File: src/rtl/series_pipe_ctrl.sv
// series_pipe_ctrl: sends one operand through an external PIPE_LAT-stage pipe
// up to PASSES times. Each trip's outputs become the next trip's inputs, and
// an overflow on any trip ends the evaluation early.
module series_pipe_ctrl #(
  parameter int          PIPE_LAT     = 4,
  parameter int          PASSES       = 2,
  parameter logic [3:0]  SEL_SUM_MASK = 4'b0000
) (
  input  logic        clk,
  input  logic        rst,
  input  logic        start,
  input  logic [31:0] x_in,
  output logic        busy,
  output logic        done,
  output logic [31:0] result,
  output logic        overflow,
  output logic [31:0] pipe_x,
  output logic [31:0] pipe_num,
  output logic [31:0] pipe_sum,
  output logic        pipe_ovf,
  output logic        addr_stage1,
  output logic        addr_stage2,
  output logic        addr_stage3,
  output logic        addr_stage4,
  output logic        sel_sum_stage1,
  output logic        sel_sum_stage2,
  output logic        sel_sum_stage3,
  output logic        sel_sum_stage4,
  input  logic [31:0] out_x,
  input  logic [31:0] out_num,
  input  logic [31:0] out_sum,
  input  logic        overflow_out
);

  typedef enum logic [1:0] {IDLE, RUN, FIN} state_t;

  // Wait count at which the pipe output for the current trip is valid.
  localparam logic [7:0] LAST_CNT  = 8'(PIPE_LAT);
  // Index of the final trip; trips are numbered from 0.
  localparam logic       LAST_PASS = 1'(PASSES - 1);

  state_t     state;
  logic [7:0] cnt;
  logic       pass_idx;

  // Sum-select lines are fixed strapping taken straight from the mask.
  assign sel_sum_stage1 = SEL_SUM_MASK[0];
  assign sel_sum_stage2 = SEL_SUM_MASK[1];
  assign sel_sum_stage3 = SEL_SUM_MASK[2];
  assign sel_sum_stage4 = SEL_SUM_MASK[3];

  // Controller FSM. It accepts a start in IDLE or FIN, holds the pipe inputs
  // for a whole trip, then either loops the pipe outputs back for another trip
  // or latches the result. The coefficient-bank select is delayed one cycle per
  // stage so that each stage sees the bank matching the data it is holding.
  always_ff @(posedge clk) begin
    if (rst) begin
      state       <= IDLE;
      cnt         <= '0;
      pass_idx    <= 1'b0;
      busy        <= 1'b0;
      done        <= 1'b0;
      result      <= '0;
      overflow    <= 1'b0;
      pipe_x      <= '0;
      pipe_num    <= '0;
      pipe_sum    <= '0;
      pipe_ovf    <= 1'b0;
      addr_stage1 <= 1'b0;
      addr_stage2 <= 1'b0;
      addr_stage3 <= 1'b0;
      addr_stage4 <= 1'b0;
    end else begin
      done        <= 1'b0;
      addr_stage2 <= addr_stage1;
      addr_stage3 <= addr_stage2;
      addr_stage4 <= addr_stage3;
      case (state)
        IDLE, FIN: begin
          if (start) begin
            state       <= RUN;
            busy        <= 1'b1;
            cnt         <= '0;
            pass_idx    <= 1'b0;
            pipe_x      <= x_in;
            pipe_num    <= 32'h7FFF_FFFF;
            pipe_sum    <= '0;
            pipe_ovf    <= 1'b0;
            addr_stage1 <= 1'b0;
          end else begin
            state <= IDLE;
          end
        end
        RUN: begin
          if (cnt == LAST_CNT) begin
            if ((pass_idx != LAST_PASS) && !overflow_out) begin
              pass_idx    <= pass_idx + 1'b1;
              addr_stage1 <= pass_idx + 1'b1;
              cnt         <= '0;
              pipe_x      <= out_x;
              pipe_num    <= out_num;
              pipe_sum    <= out_sum;
              pipe_ovf    <= overflow_out;
            end else begin
              result   <= out_sum;
              overflow <= overflow_out;
              state    <= FIN;
              busy     <= 1'b0;
              done     <= 1'b1;
            end
          end else begin
            cnt <= cnt + 8'd1;
          end
        end
        default: state <= IDLE;
      endcase
    end
  end

endmodule

File: config.mk
export PLATFORM = sky130hd
export DESIGN_NAME = series_pipe_ctrl
export DESIGN_NICKNAME = d
export VERILOG_FILES = /design/src/rtl/series_pipe_ctrl.sv
export SDC_FILE = /design/constraint.sdc
export NUM_CORES = 1
export LEC_CHECK = 0
export ABC_AREA = 1
export BUFFER_PORTS_ARGS = -buffer_cell sky130_fd_sc_hd__buf_2
export CORE_UTILIZATION = 44
export DETAILED_ROUTE_END_ITERATION = 8
export PLACE_DENSITY = 0.84
export SLEW_MARGIN = 20
export SYNTH_ARGS = -nofsm -noshare
export SYNTH_HDL_FRONTEND = slang
export SYNTH_SLANG_ARGS = --single-unit
File: constraint.sdc
create_clock -name clk -period 1.7 [get_ports clk]
set_input_delay 0.085 -clock clk [delete_from_list [all_inputs] [get_ports clk]]
set_output_delay 0.085 -clock clk [all_outputs]
set_load 0.03 [all_outputs]
==> flow_summary.ini <==
[run_status]
status = complete, no violations

[timing]
worstMarginPinSlew_ns = 0.525
whs_ns = 0.0528
maxSlewViolCount = 0
setup_viol = 0
timing.fmax_ghz = 0.627
fin_crit_sh_pct = 93.9
fin_crit_ns = 1.60
finalClockSkew_ns = 0.0128
finalHoldViolCount = 0
max_slew_margin_pct = 64.9

[clock_network]
clkSlewWorstSetupHoldPaths_ns = 0.06
clock_sinks = 146
clock_path_buffers = 2
clk_latency_ns = 0.42
cts_tree = built
htree_num_levels = 4
cts_made_buffers = 17
cts_root_buffer = clkbuf_16
post_cts_buffers = 0

[power_and_ir_drop]
p_per_area_nw_per_um2 = 1050
ir_drop_uv = 546
finalPower_mw = 9.88
p_leak_nw = 5.09

[worst_setup_path]
arrival_ns = 1.90
cp-end-kind = register
cp_max_fo = 31
crit_chain = inv_1, ha_1, nand3_2, nor2_4, nor2_1, nor2_4, buf_12, nor2_1, nor2_1
worstReg2RegStart = cnt[0]
start_kind = register
path_common_cell = nor2_1
required_ns = 2.00
path_class = reg2reg
rrSetupSlack_ns = 0.10
cp.buffers_inverters = 2
critPathMaxStageDelay_ns = 0.33
regToRegEndpoint = pipe_sum[24]
path_delay_family = simple AND/OR/NAND/NOR gates
cp_slowest_cell = dfxtp_1
reg2reg_depth = 9

[global_routing]
grt_pass1_vias = 6669
grt_pass1_wl_um = 31000
grt_max_degree = 63
antenna_found_initial = 0
track_usage_pct = 26.2
overflow = 0

[yosys]
ys_seq_area_share_pct = 44.9
avgSynthCellArea_um2 = 6.48
yosys_warnings = 0
synth_area_um2 = 6510
ys_types = 23
synth_seq_cells = 146
netlist_instances = 1004

[worst_hold_path]
hold_start = out_num[31]
hold_path_class = in2reg
holdPathStages = 5
hold_path_end = pipe_num[31]

[floorplan]
ios = 272
fp.coreArea_um2 = 14500
num_rows = 44
die_w_um = 124
die_h_um = 124
dieArea_um2 = 15300
floorplan.initialDensity_pct = 45.0

[drt]
wl_per_cell_um = 13.3
drtIter0Drc = 346
drc = 0
vias = 7216
antenna_left = 0
dr.pass1.iters = 5
drt_wl_total_um = 20300
vias_per_cell = 4.74

[layout]
layout_commonest_cell = nand2_1
final_cell_mix = 305 x nand2_1, 267 x buf_2, 238 x nor2_1, 146 x dfxtp_1, 103 x inv_1
area_delta_synth_final_pct = 44.1
final_nets = 1462
drive_above_1_share_pct = 25.5
diodes = 0

[place]
place.gp.congestion = 0.779
io_buffers = 267
hpwl_um = 13000

[flow_run]
drv_cap = 0
[worst max-delay path by stage]
| stage | startpoint | end | slack [ns] | depth (start not counted) |
|---|---|---|---|---|
| after floorplan | cnt[0] | pipe_sum[21] | 0.12 | 9 |
| after global placement | cnt[0] | pipe_num[18] | 0.12 | 8 |
| after detailed placement | cnt[0] | result[19] | 0.05 | 9 |
| after CTS | cnt[0] | result[7] | 0.04 | 9 |
| after global routing | cnt[0] | pipe_x[1] | -0.006 | 8 |
| final | cnt[0] | pipe_sum[24] | 0.10 | 9 |
[synth_stat cells (all sizes together)]
cell / count / area, µm²
a21oi: 42 / 214
buf: 29 / 166
clkbuf: 33 / 124
conb: 1 / 3.75
dfxtp: 146 / 2920
ha: 2 / 25.0
inv: 106 / 398
nand2: 309 / 1170
nand3: 55 / 275
nand3b: 32 / 240
nand4: 1 / 6.26
nor2: 242 / 916
o211ai: 1 / 7.51
o21ai: 3 / 26.3
o21bai: 2 / 15.0
[flip-flops by register name, indices dropped and copies added (netlist names)]
register     count
done             1
addr_stage2      1
overflow         1
cnt              8
pipe_num        32
busy             1
addr_stage4      1
pipe_sum        32
pipe_ovf         1
pipe_x          32
pass_idx         1
result          32
addr_stage3      1
state            2
[kinds of logic after synthesis]
kind of cell | share of synthesized area [%]
other cells | 0.0576
compound gates | 4.04
fa+ha+maj | 0.384
simple gates | 40.1
buf+inv | 10.6
flops | 44.9
[through the flow]
step / setup slack (ns) / setup TNS (ns) / area, µm² / cells / util, %
finish: 0.104 / 0 / 9380 / 1523 / 64.8
global route: -0.00605 / -0.00715 / 9380 / 1523 / 64.8
CTS: 0.0413 / 0 / 9350 / 1523 / 64.6
detailed placement: 0.0493 / 0 / 8150 / 1429 / 56.3
global placement: 0.122 / 0 / 8150 / 1429 / 56.3
floorplan: 0.121 / 0 / 6520 / 1007 / -
[what timing repair did]
item	CTS	global route
gates resized for setup	0	6
endpoints found under the setup margin	0	97
hold endpoints to repair	64	0
hold buffers	64	0
[cell type report]
class	count	area, µm²
tap	184	230
clock inverter	6	80.1
timing repair buffer	364	2320
clock buffer	24	482
sequential	146	2920
inverter	106	399
multi-input combinational	693	2950
fill	1248	5100
[layer usage]
layer  global-route usage, %  wire length [µm]
met4                    13.2               607
met5                       0                 0
met2                    46.0             10100
met3                    7.83              1490
met1                    28.6              8100
[where the power goes]
| part | total (mW) | switching, mW | internal [mW] |
|---|---|---|---|
| clock network | 3.59 | 1.34 | 2.25 |
| registers | 3.86 | 0.140 | 3.72 |
| logic | 2.44 | 1.59 | 0.844 |
[worst register-to-register path, cell delays in order (launching register included)]
cell	delay (ns)
dfxtp_1	0.33
inv_1	0.06
ha_1	0.21
nand3_2	0.13
nor2_4	0.07
nor2_1	0.24
nor2_4	0.07
buf_12	0.17
nor2_1	0.15
nor2_1	0.06
(Power assumes the default switching activity.)
